$ cat config.mk
export PLATFORM = sky130hd
export DESIGN_NAME = controle_telas
export DESIGN_NICKNAME = d
export VERILOG_FILES = /design/src/rtl/controle_telas.sv
export SDC_FILE = /design/constraint.sdc
export NUM_CORES = 1
export LEC_CHECK = 0
export ABC_AREA = 1
export CAP_MARGIN = 20
export CORE_MARGIN = 5
export CORE_UTILIZATION = 38
export DETAILED_ROUTE_END_ITERATION = 7
export HOLD_SLACK_MARGIN = 0.06
export PLACE_DENSITY = 0.81
export SYNTH_ARGS = -nofsm -noshare
export SYNTH_HDL_FRONTEND = slang
export SYNTH_SLANG_ARGS = --single-unit
export TNS_END_PERCENT = 5
$ cat constraint.sdc
create_clock -name clk -period 2.1 [get_ports clk]
set_input_delay 0.315 -clock clk [delete_from_list [all_inputs] [get_ports clk]]
set_output_delay 0.315 -clock clk [all_outputs]
set_load 0.005 [all_outputs]
$ cat src/rtl/controle_telas.sv
// controle_telas: game-phase sequencer for the VGA path; tracks lives and
// switches the active screen renderer only at frame boundaries.
module controle_telas #(
  parameter int H_ACTIVE     = 640,
  parameter int V_ACTIVE     = 480,
  parameter int LIVES        = 3,
  parameter int PAUSE_FRAMES = 60,
  parameter int BLINK_FRAMES = 8,
  parameter int END_FRAMES   = 120
) (
  input  logic        clk,
  input  logic        reset_n,
  input  logic [9:0]  h_counter,
  input  logic [9:0]  v_counter,
  input  logic        start_btn,
  input  logic        player_hit,
  input  logic        enemies_dead,
  input  logic [23:0] title_rgb,
  input  logic [23:0] game_rgb,
  input  logic [23:0] defeat_rgb,
  input  logic [23:0] victory_rgb,
  output logic [7:0]  R,
  output logic [7:0]  G,
  output logic [7:0]  B,
  output logic [2:0]  state,
  output logic [1:0]  lives,
  output logic        game_rst
);
  typedef enum logic [2:0] {
    TITLE     = 3'd0,
    PLAYING   = 3'd1,
    HIT_PAUSE = 3'd2,
    DEFEAT    = 3'd3,
    VICTORY   = 3'd4
  } state_t;
  state_t      state_q, state_d;
  logic [1:0]  lives_q, lives_d;
  logic [7:0]  frame_cnt_q, frame_cnt_d, blink_idx;
  logic        start_flag_q, start_flag_d, hit_flag_q, hit_flag_d;
  logic        start_prev_q, hit_prev_q, match_prev_q;
  logic        game_rst_q, game_rst_d;
  logic [23:0] rgb_q, rgb_d;
  logic        match, tick, start_evt, hit_evt, blank;
  always_comb begin
    match        = h_counter == 10'd0 && v_counter == 10'(V_ACTIVE);
    tick         = match && !match_prev_q;
    start_evt    = start_flag_q || (start_btn && !start_prev_q);
    hit_evt      = hit_flag_q || (player_hit && !hit_prev_q);
    start_flag_d = tick ? 1'b0 : start_evt;
    hit_flag_d   = tick ? 1'b0 : hit_evt;
    state_d      = state_q;
    lives_d      = lives_q;
    game_rst_d   = 1'b0;
    case (state_q)
      TITLE: if (tick && start_evt) begin
        state_d    = PLAYING;
        lives_d    = 2'(LIVES);
        game_rst_d = 1'b1;
      end
      PLAYING: if (tick && hit_evt && lives_q == 2'd1) begin
        state_d = DEFEAT;
        lives_d = 2'd0;
      end else if (tick && hit_evt) begin
        lives_d = lives_q == 2'd0 ? 2'd0 : lives_q - 2'd1;
        state_d = enemies_dead ? VICTORY : HIT_PAUSE;
      end else if (tick && enemies_dead) begin
        state_d = VICTORY;
      end
      HIT_PAUSE: if (tick && frame_cnt_q == 8'(PAUSE_FRAMES - 1)) state_d = PLAYING;
      DEFEAT, VICTORY: if (tick && start_evt && frame_cnt_q >= 8'(END_FRAMES - 1)) state_d = TITLE;
      default: state_d = TITLE;
    endcase
    frame_cnt_d = !tick ? frame_cnt_q :
                  state_d != state_q ? 8'd0 :
                  frame_cnt_q == 8'hff ? frame_cnt_q : frame_cnt_q + 8'd1;
    // blink: odd multiples of BLINK_FRAMES show black
    blink_idx = frame_cnt_q / 8'(BLINK_FRAMES);
    blank     = h_counter >= 10'(H_ACTIVE) || v_counter >= 10'(V_ACTIVE);
    rgb_d = blank                 ? 24'd0 :
            state_q == TITLE      ? title_rgb :
            state_q == PLAYING    ? game_rgb :
            state_q == HIT_PAUSE  ? (blink_idx[0] ? 24'd0 : game_rgb) :
            state_q == DEFEAT     ? defeat_rgb :
            state_q == VICTORY    ? victory_rgb : 24'd0;
  end
  always_ff @(posedge clk) begin
    if (!reset_n) begin
      state_q      <= TITLE;
      lives_q      <= 2'(LIVES);
      frame_cnt_q  <= 8'd0;
      start_flag_q <= 1'b0;
      hit_flag_q   <= 1'b0;
      start_prev_q <= 1'b0;
      hit_prev_q   <= 1'b0;
      match_prev_q <= 1'b0;
      game_rst_q   <= 1'b1;
      rgb_q        <= 24'd0;
    end else begin
      state_q      <= state_d;
      lives_q      <= lives_d;
      frame_cnt_q  <= frame_cnt_d;
      start_flag_q <= start_flag_d;
      hit_flag_q   <= hit_flag_d;
      start_prev_q <= start_btn;
      hit_prev_q   <= player_hit;
      match_prev_q <= match;
      game_rst_q   <= game_rst_d;
      rgb_q        <= rgb_d;
    end
  end
  assign {R, G, B} = rgb_q;
  assign state     = state_q;
  assign lives     = lives_q;
  assign game_rst  = game_rst_q;
endmodule

After elaboration in Yosys (flattened, before gate mapping). Cells that the tools add are included.

Add/sub/neg operators: 2. Multiplexer cells: 23. Equality and inequality tests: 12. Bitwise operators: 1. $lt $le $gt $ge: 3. Reduce and logical (&&, ||, !) cells: 25.

Operators by type and width (number): 2-to-1 mux 24 bit (6); 2-to-1 mux 3 bit (7); 2-to-1 mux 8 bit (2); one-hot mux 3 bit (4 select lines) (1); == test 10 x 9 -> 1 bit (second input constant) (1); greater-or-equal comparator 10 bit (second input constant) (1); greater-or-equal comparator 10 x 9 -> 1 bit (second input constant) (1); logical AND 1 bit (10); zero test 10 bit (1); adder 8 x 1 -> 8 bit (second input constant) (1); == test 8 x 6 -> 1 bit (second input constant) (1); == test 8 bit (second input constant) (1); greater-or-equal comparator 8 x 7 -> 1 bit (second input constant) (1); 2-to-1 mux 2 bit (4); == test 3 x 2 -> 1 bit (second input constant) (2); OR reduction 2 bit (3); inequality test 2 bit (second input constant) (2); one-hot mux 2 bit (2 select lines) (1); == test 3 x 1 -> 1 bit (second input constant) (1); == test 3 bit (second input constant) (1); zero test 1 bit (3); zero test 3 bit (1); logical OR 1 bit (3); inequality test 3 bit (1); 9 further kinds (10).

Flip-flop bits (word level): 43. Logic and storage cells: 76. Bits of input ports: 121.

Logic depth before layout (Yosys ltp). Gate-level depths: netlist of the first run.

Word-level depth: 11. Mapped depth: 17. Gate-level depth less buffers: 16.

Worst setup path before layout of the first run. No wires, ideal clock.

Kind: input port to flip-flop. Start: input port v_counter[0]. End: register frame_cnt_q[6]. Library setup time: 0.115 ns. Buffers on the path: 2. Stages on the path: 16. Required time: 1.985 ns. Path slack: 0.197 ns. Data arrival time: 1.788 ns. Cells stage by stage: nor2_1 -> nand3_2 -> nor2_4 -> nand2_2 -> nor2_4 -> buf_6 -> nand2_1 -> nand2_1 -> nand2_1 -> o21ai_2 -> nor2_4 -> nand3_2 -> buf_6 -> nand3_1 -> nand2_1 -> nor2_1.

Longest elaborated chain between the ends: 11. Elaborated cells between the ends (all ways): 20.

Ends and longest elaborated chain: start: declaration (line 14) `input logic [9:0] v_counter,`; == test 10 x 9 -> 1 bit * (line 45) `match = h_counter == 10'd0 && v_counter == 10'(V_ACTIVE);`; logical AND 1 bit * (line 45); logical AND 1 bit * (line 46) `tick = match && !match_prev_q;`; logical AND 1 bit (line 66) `end else if (tick && enemies_dead) begin`; 2-to-1 mux 3 bit (line 66); 2-to-1 mux 3 bit (line 63) `end else if (tick && hit_evt) begin`; 2-to-1 mux 3 bit (line 60) `PLAYING: if (tick && hit_evt && lives_q == 2'd1) begin`; one-hot mux 3 bit (4 select lines) (line 54) `case (state_q)`; inequality test 3 bit (line 74) `state_d != state_q ? 8'd0 :`; inequality test 2 bit (no source line); AND reduction 2 bit (no source line); end signal: assignment (line 101) `frame_cnt_q <= frame_cnt_d;`; end: declaration (line 38) `logic [7:0] frame_cnt_q, frame_cnt_d, blink_idx;`.

Every way passes the cells marked *; elsewhere a longest branch is shown, timed or not. A chain may end at the register's enable or synchronous reset.

Worst setup path in the final report of the first run.
Start: input port start_btn. End: register frame_cnt_q[0].

Longest elaborated chain between the ends: 9. Elaborated cells between the ends (all ways): 11.

Ends and longest elaborated chain: start: declaration (line 15) `input logic start_btn,`; logical AND 1 bit * (line 47) `start_evt = start_flag_q || (start_btn && !start_prev_q);`; logical OR 1 bit * (line 47); logical AND 1 bit * (line 55, 70); logical AND 1 bit (line 70) `DEFEAT, VICTORY: if (tick && start_evt && frame_cnt_q >= 8'(END_FRAMES - 1)) state_d = TITLE;`; 2-to-1 mux 3 bit (line 70); one-hot mux 3 bit (4 select lines) * (line 54); inequality test 3 bit * (line 74); inequality test 2 bit (no source line); AND reduction 2 bit (no source line).

Marked as above.

==> results of run 1 <==
## area by class of cell
class,count,area (µm²)
inverter,60,225
clock buffer,6,82.6
fill,546,2010
tap,80,100
timing repair buffer,190,1880
sequential,43,863
clock inverter,1,5.00
multi-input combinational,251,1550
## per-stage QoR
step | instance area, µm² | instances | total power, µW
5_1_grt | 4710 | 631 | 1820
3_5_place_dp | 4410 | 618 | 1200
4_1_cts | 4510 | 625 | 1750
6_report | 4710 | 631 | 1740
2_1_floorplan | 2600 | 372 | 912
3_3_place_gp | 4410 | 618 | 1200
## cells in the mapped netlist, drive strengths merged (2+ instances only)
cell type	n	share of area [%]
nand2	96	14
inv	60	8.7
dfxtp	43	33
nor2	40	6.8
a32o	24	9.2
o221ai	24	8.1
nand3	22	4.6
clkbuf	13	1.9
a21oi	9	1.7
buf	6	1.6
nand4	6	1.7
o21ai	5	1.1
xor2	5	1.7
nor3	4	0.96
o21bai	3	0.87
nor3b	2	0.58
nor4	2	0.48
## worst paths after layout
kind,start,to,slack [ns],depth (start not counted)
setup / recovery,start_btn,frame_cnt_q[0]$_SDFFE_PN0P_,0.17,15
setup reg to reg,frame_cnt_q[0]$_SDFFE_PN0P_,frame_cnt_q[0]$_SDFFE_PN0P_,0.18,17
hold reg to reg,lives[1]$_SDFFE_PN1P_,lives[1]$_SDFFE_PN1P_,0.53,2
hold / removal,h_counter[6],match_prev_q$_SDFF_PN0_,0.44,6
## placed cells by master, fill, tap and decap left out, drive strengths merged, types with 20 or more instances in the layout
cell and instances:
a32o 24, buf 40, clkdlybuf4s50 130, dfxtp 43, dlymetal6s2s 20, inv 60
nand2 96, nand3 23, nor2 40, o221ai 24
## registers in the layout, indices dropped and copies added (netlist names)
signal,cells
rgb_q,24
frame_cnt_q,8
state,3
lives,2
game_rst,1
hit_flag_q,1
hit_prev_q,1
match_prev_q,1
start_flag_q,1
start_prev_q,1
## metal layers
layer	global-route usage, %	routed length [µm]	part of all wire, %
met1	26.5	4050	41
met2	36.3	4970	50
met3	4.47	569	5.7
met4	9.40	325	3.3
met5	0	0	0
## worst reg2reg max path: stages (launching register included)
cell,delay (ns)
sky130_fd_sc_hd__dfxtp_2,0.36
sky130_fd_sc_hd__ha_4,0.15
sky130_fd_sc_hd__nand2_1,0.06
sky130_fd_sc_hd__nand2_1,0.07
sky130_fd_sc_hd__nand3_1,0.08
sky130_fd_sc_hd__nand2_2,0.09
sky130_fd_sc_hd__inv_1,0.05
sky130_fd_sc_hd__nor2_2,0.12
sky130_fd_sc_hd__nor2_1,0.06
sky130_fd_sc_hd__nor2_2,0.15
sky130_fd_sc_hd__nand2_1,0.08
sky130_fd_sc_hd__nand2_2,0.09
sky130_fd_sc_hd__nand2_4,0.08
sky130_fd_sc_hd__buf_6,0.14
sky130_fd_sc_hd__nand3_2,0.06
sky130_fd_sc_hd__nand3_2,0.07
sky130_fd_sc_hd__nand2_1,0.07
sky130_fd_sc_hd__nor2_1,0.04
## cell families after synthesis
family	Yosys count	synth area share, %
XOR/XNOR	5	1.69
flip-flops	43	33.1
buffers and inverters	79	12.2
AND/OR/NAND/NOR	175	30.3
AO/OA/AOI/OAI	69	22.2
adder cells (fa/ha/maj)	1	0.482
## report_power, final
group / switching, µW / internal (µW) / total [µW]
clock network: 288 / 259 / 547
logic: 96.0 / 257 / 353
registers: 5.97 / 836 / 842
total: 390 / 1350 / 1740
## repair_timing
item | in CTS | in global routing
pin swaps | 0 | 32
gates resized for setup | 2 | 50
setup buffers | 0 | 5
gates cloned | 0 | 1
setup endpoints to repair | 8 | 8
==> flow_metrics.py, run 1 <==
metrics = {
    "route": {
        "detail_route.iter0.violations": 183,
        "detail_route.wl_per_cell_um": 15.7,
        "route.detailed.drc": 0,
        "routed-via-count": 3260,
        "detail_route.vias_per_cell": 5.17,
        "drt_pre_antenna_iters": 5,
        "wirelength_mm": 9.92,
        "postRouteAntennaNets": 0,
    },
    "floorplanning": {
        "fp.dieH_um": 92.7,
        "top_level_ports": 151,
        "placement_rows": 30,
        "die-width_um": 92.7,
        "floorplan.die_area_um2": 8590,
        "core_area_um2": 6720,
        "initial_core_util_pct": 38.7,
    },
    "setup_path": {
        "req_time_crit_path_ns": 2.29,
        "crit_path_cell_trace": "clkdlybuf4s50_1 > inv_1 > o21bai_2 > nand4_1 > nor2_2 > nor2_1 > nor2_2 > nand2_1 > nand2_2 > nand2_4 > buf_6 > nand3_2 > nand3_2 > nand2_1 > nor2_1",
        "startpoint_type": "input port",
        "critPathTopFamily": "simple AND/OR/NAND/NOR gates",
        "cp-end-kind": "flip-flop",
        "worst-path-buf-inv": 3,
        "arrival_ns": 2.13,
        "path_class": "in -> reg",
        "slowest_delay_ns": 0.49,
        "critPathSlowestCell": "sky130_fd_sc_hd__clkdlybuf4s50_1",
        "cp_max_fo": 5,
    },
    "global_route": {
        "grt_overflow": 0,
        "grt_pass1_vias": 3096,
        "grt_max_degree": 49,
        "grt.total_usage_pct": 21.5,
        "antenna_found_initial": 0,
        "wire_length_of_the_first_global_routing_pass_mm": 14.9,
    },
    "clock_tree": {
        "tritoncts.num_buffers": 5,
        "clk_transition_reported_paths_ns": 0.08,
        "cts_tree": "yes",
        "clock-root-buffer": "sky130_fd_sc_hd__clkbuf_8",
        "cts_hold_repair.buffers": 0,
        "clkLatencyLatePin_ns": 0.30,
        "cts_max_path_buffers": 2,
        "cts_num_sinks": 43,
        "htree_num_levels": 2,
    },
    "status": {
        "status": "completed",
    },
    "logic_synthesis": {
        "async_reset_ff_share_pct": 0,
        "postSynthCellCount": 372,
        "syn_area_um2": 2600,
        "synth_warnings": 0,
        "synthesis.nets": 494,
        "synth_sequential_area_ratio_pct": 33.1,
        "synth.distinct_cells": 36,
        "synth_edf_count": 0,
        "synth_top_flop_cell": "sky130_fd_sc_hd__dfxtp_1",
        "synth-seq-cells": 43,
        "avg_cell_area_syn_um2": 6.98,
    },
    "place": {
        "gpl.final_weighted_congestion": 0.879,
        "port_buffers": 150,
        "place_hpwl_mm": 7.57,
        "placement.setup.worst_slack_ns": -0.369,
    },
    "timing": {
        "timing.final.setup_violations": 0,
        "slew_headroom_pct": 65.1,
        "timing.final.crit_period_ns": 1.93,
        "number_of_max_slew_violations_in_the_final_report": 0,
        "hold_violations": 0,
        "post-route-worst-setup-slack_ns": 0.166,
        "worst_clock_skew_on_the_final_layout_ns": 0.00799,
        "whs_ns": 0.438,
        "timing.final.crit_share_pct": 92.1,
        "max_freq_mhz": 517,
        "tightestPinTransition_ns": 0.520,
        "setup_total_negative_slack_ns": 0,
    },
    "min_path": {
        "worst_hold_path_type": "in -> reg",
    },
    "finish": {
        "final_standard_cell_utilization_of_the_core_pct": 70.1,
        "synthToLayoutAreaGrowth_pct": 81.3,
        "nNetsFinal": 673,
        "antenna-diode-count": 0,
        "post_route_cells_drive_above_1_share_pct": 16.7,
    },
    "power_and_ir_drop": {
        "max-vdd-ir-drop_uv": 209,
        "p_per_area_nw_per_um2": 370,
        "leakage_uw": 0.00216,
    },
    "run": {
        "cap_violations": 0,
    },
}
Note: power is estimated with default switching activity, not from simulation.
==> inputs of run 2 (changes only) <==
--- a/config.mk
+++ b/config.mk
@@ -8,10 +8,10 @@
 export ABC_AREA = 1
 export CAP_MARGIN = 20
 export CORE_MARGIN = 5
-export CORE_UTILIZATION = 38
+export CORE_UTILIZATION = 42
 export DETAILED_ROUTE_END_ITERATION = 7
-export HOLD_SLACK_MARGIN = 0.06
-export PLACE_DENSITY = 0.81
+export DONT_BUFFER_PORTS = 1
+export HOLD_SLACK_MARGIN = 0.03
 export SYNTH_ARGS = -nofsm -noshare
 export SYNTH_HDL_FRONTEND = slang
 export SYNTH_SLANG_ARGS = --single-unit
==> flow_metrics.py, run 2 (same netlist as run 1, synthesis figures left out) <==
metrics = {
    "setup_path": {
        "arrival_ns": 2.14,
        "req_time_crit_path_ns": 2.29,
        "critPathSlowestCell": "sky130_fd_sc_hd__dfxtp_2",
        "rr_startpoint": "frame_cnt_q[0]$_SDFFE_PN0P_",
        "path_class": "reg -> reg",
        "reg2reg_depth": 17,
        "critical_path.most_common_cell": "sky130_fd_sc_hd__nand2_1",
        "worst-path-buf-inv": 3,
        "cp-end-kind": "flip-flop",
        "worstSetupPathDepth": 17,
        "reg2reg_setup_slack_ns": 0.15,
        "rr_endpoint": "frame_cnt_q[3]$_SDFFE_PN0P_",
        "cp_max_fo": 3,
        "critPathTopFamily": "simple AND/OR/NAND/NOR gates",
        "crit_path_cell_trace": "ha_2 > nand2_1 > nand2_1 > nand3_1 > nand2_1 > inv_1 > nor2_2 > nor2_1 > nor2_2 > nand2_1 > nand2_2 > nand2_4 > buf_4 > nand2_2 > nor2_1 > o21bai_1 > inv_1",
        "slowest_delay_ns": 0.34,
        "startpoint_type": "flip-flop",
    },
    "route": {
        "detail_route.iter0.violations": 145,
        "detail_route.vias_per_cell": 5.59,
        "route.detailed.drc": 0,
        "routed.top_layer": "met4",
        "wl_met3_um": 677,
        "drt_pre_antenna_iters": 4,
        "m1WireLength_mm": 3.29,
        "postRouteAntennaNets": 0,
        "wirelength_mm": 7.66,
        "detail_route.wl_per_cell_um": 16.6,
        "routed-via-count": 2581,
        "met2WireLength_mm": 3.55,
    },
    "finish": {
        "most_common_cell_after_layout_fill_and_taps_aside": "sky130_fd_sc_hd__nand2_1",
        "largest_reg_flops": 24,
        "post-route-cell-area_um2": 2970,
        "antenna-diode-count": 0,
        "synthToLayoutAreaGrowth_pct": 14.5,
        "post_layout_nonfiller_instances": 462,
        "mostFrequentLayoutCells": "sky130_fd_sc_hd__nand2_1, sky130_fd_sc_hd__inv_1, sky130_fd_sc_hd__dfxtp_1",
        "biggest_register": "rgb_q",
        "post_route_cells_drive_above_1_share_pct": 16.3,
        "nNetsFinal": 508,
    },
    "floorplanning": {
        "floorplan.die_area_um2": 7860,
        "fp.dieH_um": 88.6,
        "die-width_um": 88.6,
        "placement_rows": 28,
        "top_level_ports": 151,
        "initial_core_util_pct": 43.6,
        "core_area_um2": 5960,
    },
    "place": {
        "dpl_cell_area_um2": 2820,
        "place_hpwl_mm": 5.91,
        "gpl.final_weighted_congestion": 0.916,
        "port_buffers": 0,
        "placed_cells": 454,
    },
    "global_route": {
        "grt.total_usage_pct": 18.7,
        "grt_max_degree": 49,
        "antenna_found_initial": 0,
        "grt_overflow": 0,
        "wire_length_of_the_first_global_routing_pass_mm": 11.4,
        "grt_pass1_vias": 2376,
    },
    "timing": {
        "worst_clock_skew_on_the_final_layout_ns": 0.00868,
        "slew_headroom_pct": 69.7,
        "max_freq_mhz": 512,
        "tightestPinTransition_ns": 0.455,
        "number_of_max_slew_violations_in_the_final_report": 0,
        "hold_violations": 0,
        "timing.final.crit_share_pct": 93.0,
        "timing.final.setup_violations": 0,
        "timing.final.crit_period_ns": 1.95,
    },
    "clock_tree": {
        "htree_num_levels": 2,
        "clock-root-buffer": "sky130_fd_sc_hd__clkbuf_8",
        "cts_tree": "yes",
        "cts_hold_repair.buffers": 0,
        "clkLatencyLatePin_ns": 0.30,
        "clk_transition_reported_paths_ns": 0.08,
        "cts_max_path_buffers": 2,
        "tritoncts.num_buffers": 5,
        "cts_num_sinks": 43,
    },
    "min_path": {
        "hp-start": "start_btn",
        "holdPathEnd": "start_prev_q$_SDFF_PN0_",
        "min_delay_path_depth": 2,
        "worst_hold_path_type": "in -> reg",
    },
    "power_and_ir_drop": {
        "leakage_uw": 0.00133,
        "p_per_area_nw_per_um2": 536,
        "max-vdd-ir-drop_uv": 397,
        "total_power_uw": 1590,
    },
    "status": {
        "status": "completed",
    },
    "run": {
        "cap_violations": 0,
    },
}
## run 2: final cells by class
cell class,instances,area (µm²)
clock buffer,6,82.6
clock inverter,2,35.0
fill,601,2980
inverter,60,225
multi-input combinational,250,1460
sequential,43,866
tap,75,93.8
timing repair buffer,26,208
## run 2: worst max path at each step
stage                     slack [ns]                   startpoint                          end
after floorplan                 0.20                 v_counter[0]  frame_cnt_q[6]$_SDFFE_PN0P_
after global placement         0.004                 h_counter[3]  frame_cnt_q[3]$_SDFFE_PN0P_
after detailed placement       -0.01                 h_counter[3]  frame_cnt_q[5]$_SDFFE_PN0P_
after CTS                       0.05  frame_cnt_q[3]$_SDFFE_PN0P_  frame_cnt_q[5]$_SDFFE_PN0P_
after global routing           -0.02  frame_cnt_q[4]$_SDFFE_PN0P_  frame_cnt_q[2]$_SDFFE_PN0P_
final                           0.15  frame_cnt_q[0]$_SDFFE_PN0P_  frame_cnt_q[3]$_SDFFE_PN0P_
## run 2: routing by layer
| metal | vias up | GRT usage, % |
|---|---|---|
| met5 | - | 0 |
| met4 | 0 | 8.38 |
| met3 | 12 | 5.68 |
| met2 | 125 | 27.6 |
| met1 | 1158 | 25.1 |
| li1 | 1286 | - |
## run 2: power breakdown
group / leakage, µW / internal [µW] / switching, µW / total (µW)
logic: 0.000915 / 27.4 / 35.4 / 62.8
registers: 0.000352 / 836 / 10.6 / 847
clock network: 0.0000612 / 385 / 300 / 685
total: 0.00133 / 1250 / 346 / 1590
## run 2: what timing repair did
action                     CTS  global route
gates resized for setup      0            12
setup endpoints to repair    0             8
buffers inserted             0             0
hold endpoints to repair     0             0
## run 2: worst reg2reg max path, delay by kind of cell, from the launching register on
family                     cells  cell delay, ns
AOI/OAI and AO/OA              1            0.13
adders and majority gates      1            0.19
buffers and inverters          3            0.24
DFF                            1            0.34
and+or+nand+nor               12            0.95
## run 2: metrics by stage
| stage | TNS (ns) | hold WS [ns] | utilization, % | worst slack (ns) |
|---|---|---|---|---|
| floorplan | 0 | 0.408 | - | 0.197 |
| global placement | 0 | 0.412 | 47.4 | 0.00382 |
| detailed placement | -0.0240 | 0.414 | 47.4 | -0.0128 |
| CTS | 0 | 0.101 | 49.3 | 0.0526 |
| global route | -0.0423 | 0.110 | 49.9 | -0.0217 |
| finish | 0 | 0.109 | 49.9 | 0.147 |
==> inputs of run 3 (changes only) <==
--- a/config.mk
+++ b/config.mk
@@ -7,11 +7,13 @@
 export LEC_CHECK = 0
 export ABC_AREA = 1
 export CAP_MARGIN = 20
-export CORE_MARGIN = 5
+export CORE_MARGIN = 2
 export CORE_UTILIZATION = 42
 export DETAILED_ROUTE_END_ITERATION = 7
 export DONT_BUFFER_PORTS = 1
 export HOLD_SLACK_MARGIN = 0.03
+export MAX_ROUTING_LAYER = met4
+export PLACE_DENSITY_LB_ADDON = 0.1
 export SYNTH_ARGS = -nofsm -noshare
 export SYNTH_HDL_FRONTEND = slang
 export SYNTH_SLANG_ARGS = --single-unit
==> flow_metrics.py, run 3 (same netlist as run 1, synthesis figures left out) <==
metrics = {
    "global_route": {
        "grt.total_usage_pct": 19.6,
        "grt_max_degree": 49,
        "wire_length_of_the_first_global_routing_pass_mm": 9.99,
        "grt_pass1_vias": 2175,
        "grt_overflow": 0,
        "antenna_found_initial": 0,
    },
    "status": {
        "status": "completed",
    },
    "timing": {
        "worst_clock_skew_on_the_final_layout_ns": 0.00706,
        "tightestPinTransition_ns": 0.447,
        "max_freq_mhz": 520,
        "timing.final.crit_period_ns": 1.92,
        "number_of_max_slew_violations_in_the_final_report": 0,
        "timing.final.crit_share_pct": 91.6,
        "post-route-worst-setup-slack_ns": 0.176,
        "grt_setup_unrepaired": "true",
        "hold_violations": 0,
        "timing.final.setup_violations": 0,
        "slew_headroom_pct": 70.2,
    },
    "setup_path": {
        "rr_endpoint": "frame_cnt_q[1]$_SDFFE_PN0P_",
        "path_class": "reg -> reg",
        "startpoint_type": "flip-flop",
        "cp_max_fo": 11,
        "launching_instance_or_port_of_the_critical_path": "frame_cnt_q[1]$_SDFFE_PN0P_",
        "arrival_ns": 2.12,
        "crit_end": "frame_cnt_q[1]$_SDFFE_PN0P_",
        "reg2reg_depth": 14,
        "rr_startpoint": "frame_cnt_q[1]$_SDFFE_PN0P_",
        "cp-end-kind": "flip-flop",
        "reg2reg_setup_slack_ns": 0.18,
        "req_time_crit_path_ns": 2.29,
    },
    "route": {
        "wl_met3_um": 707,
        "m1WireLength_mm": 2.90,
        "detail_route.iter0.violations": 159,
        "routed.top_layer": "met4",
        "met2WireLength_mm": 3.31,
        "postRouteAntennaNets": 0,
        "wirelength_mm": 6.99,
        "routed-via-count": 2491,
        "route.detailed.drc": 0,
        "detail_route.vias_per_cell": 5.44,
        "drt_pre_antenna_iters": 5,
        "detail_route.wl_per_cell_um": 15.3,
    },
    "clock_tree": {
        "clk_transition_reported_paths_ns": 0.09,
        "htree_num_levels": 2,
        "clkLatencyLatePin_ns": 0.30,
        "tritoncts.num_buffers": 5,
        "cts_max_path_buffers": 2,
        "cts_tree": "yes",
        "post_cts_setup_bufs": 0,
        "cts_num_sinks": 43,
        "clock-root-buffer": "sky130_fd_sc_hd__clkbuf_8",
    },
    "floorplanning": {
        "fp.dieH_um": 82.6,
        "top_level_ports": 151,
        "core_area_um2": 5960,
        "floorplan.die_area_um2": 6830,
        "die-width_um": 82.6,
        "placement_rows": 28,
        "initial_core_util_pct": 43.6,
    },
    "finish": {
        "post_route_cells_drive_above_1_share_pct": 13.8,
        "antenna-diode-count": 0,
        "synthToLayoutAreaGrowth_pct": 11.8,
        "most_common_cell_after_layout_fill_and_taps_aside": "sky130_fd_sc_hd__nand2_1",
        "nNetsFinal": 504,
        "post_layout_nonfiller_instances": 458,
        "biggest_register": "rgb_q",
        "largest_reg_flops": 24,
        "num-fill-cells": 632,
        "mostFrequentLayoutCells": "sky130_fd_sc_hd__nand2_1, sky130_fd_sc_hd__inv_1, sky130_fd_sc_hd__dfxtp_1",
    },
    "power_and_ir_drop": {
        "max-vdd-ir-drop_uv": 209,
        "leakage_uw": 0.00128,
        "p_per_area_nw_per_um2": 493,
    },
    "place": {
        "gpl.final_weighted_congestion": 0.934,
        "placement.setup.worst_slack_ns": 0.0202,
        "place_hpwl_mm": 5.33,
        "port_buffers": 0,
        "placed_cells": 450,
    },
    "min_path": {
        "worst_hold_path_type": "in -> reg",
    },
    "run": {
        "cap_violations": 0,
    },
}
run 3: cell types whose count changed in the layout (fill, tap and decap cells not counted), moves of 2 or more:
cell                      previous run  this run
sky130_fd_sc_hd__a21oi_2             0         2
sky130_fd_sc_hd__dfxtp_1            39        43
sky130_fd_sc_hd__buf_4              25        21
sky130_fd_sc_hd__a21oi_1             9         7
sky130_fd_sc_hd__dfxtp_2             4         0
run 3: through the flow:
stage / total power [µW] / hold WS [ns] / util (%) / setup TNS [ns] / area (µm²)
2_1_floorplan: 912 / 0.408 / - / 0 / 2600
4_1_cts: 1450 / 0.0935 / 48.3 / 0 / 2880
3_5_place_dp: 925 / 0.414 / 46.8 / 0 / 2790
5_1_grt: 1500 / 0.101 / 48.8 / -0.192 / 2900
6_report: 1430 / 0.105 / 48.8 / 0 / 2900
3_3_place_gp: 925 / 0.410 / 46.8 / 0 / 2790
run 3: power by group:
part | total, µW | internal [µW] | switching, µW
sequential | 847 | 837 | 10.5
clock | 527 | 233 | 294
combinational | 57.7 | 24.8 | 32.9
total | 1430 | 1090 | 337
run 3: area by class of cell:
class	instances	area, µm²	share of cell area, %
clock buffers	6	72.6	2.50
clock inverters	2	12.5	0.431
inverters	60	225	7.76
multi-input cells	250	1460	50.3
flip-flops and latches	43	861	29.6
well taps	75	93.8	3.23
repair buffers	22	178	6.12
run 3: repair_timing:
action	in CTS	in global routing
endpoints found under the setup margin	0	8
gates resized for setup	0	7
hold buffers	0	0
run 3: worst max-delay path, stage by stage (launching register included):
cell	delay (ns)
sky130_fd_sc_hd__dfxtp_1	0.36
sky130_fd_sc_hd__ha_2	0.20
sky130_fd_sc_hd__nand2_1	0.07
sky130_fd_sc_hd__nand2_1	0.06
sky130_fd_sc_hd__nand3_1	0.06
sky130_fd_sc_hd__nand2_1	0.08
sky130_fd_sc_hd__inv_1	0.04
sky130_fd_sc_hd__nor2_1	0.14
sky130_fd_sc_hd__nor2_1	0.07
sky130_fd_sc_hd__nor2_2	0.11
sky130_fd_sc_hd__nand3_1	0.13
sky130_fd_sc_hd__nand2_4	0.11
sky130_fd_sc_hd__nand3_4	0.14
sky130_fd_sc_hd__a21oi_1	0.18
sky130_fd_sc_hd__nor2_1	0.06
run 3: worst min-delay path by stage:
stage                               to  cells after the start  slack [ns]  startpoint
2_1_floorplan    hit_prev_q$_SDFF_PN0_                      2        0.41  player_hit
3_3_place_gp     hit_prev_q$_SDFF_PN0_                      2        0.41  player_hit
3_5_place_dp   start_prev_q$_SDFF_PN0_                      2        0.41   start_btn
4_1_cts        start_prev_q$_SDFF_PN0_                      2        0.09   start_btn
5_1_grt        start_prev_q$_SDFF_PN0_                      2        0.10   start_btn
6_report       start_prev_q$_SDFF_PN0_                      2        0.11   start_btn
run 3: routing by layer:
| layer | GRT usage [%] | vias to the layer above |
|---|---|---|
| met5 | - | - |
| met4 | 4.59 | 0 |
| met3 | 6.63 | 5 |
| met2 | 30.2 | 116 |
| met1 | 24.8 | 1092 |
| li1 | - | 1278 |
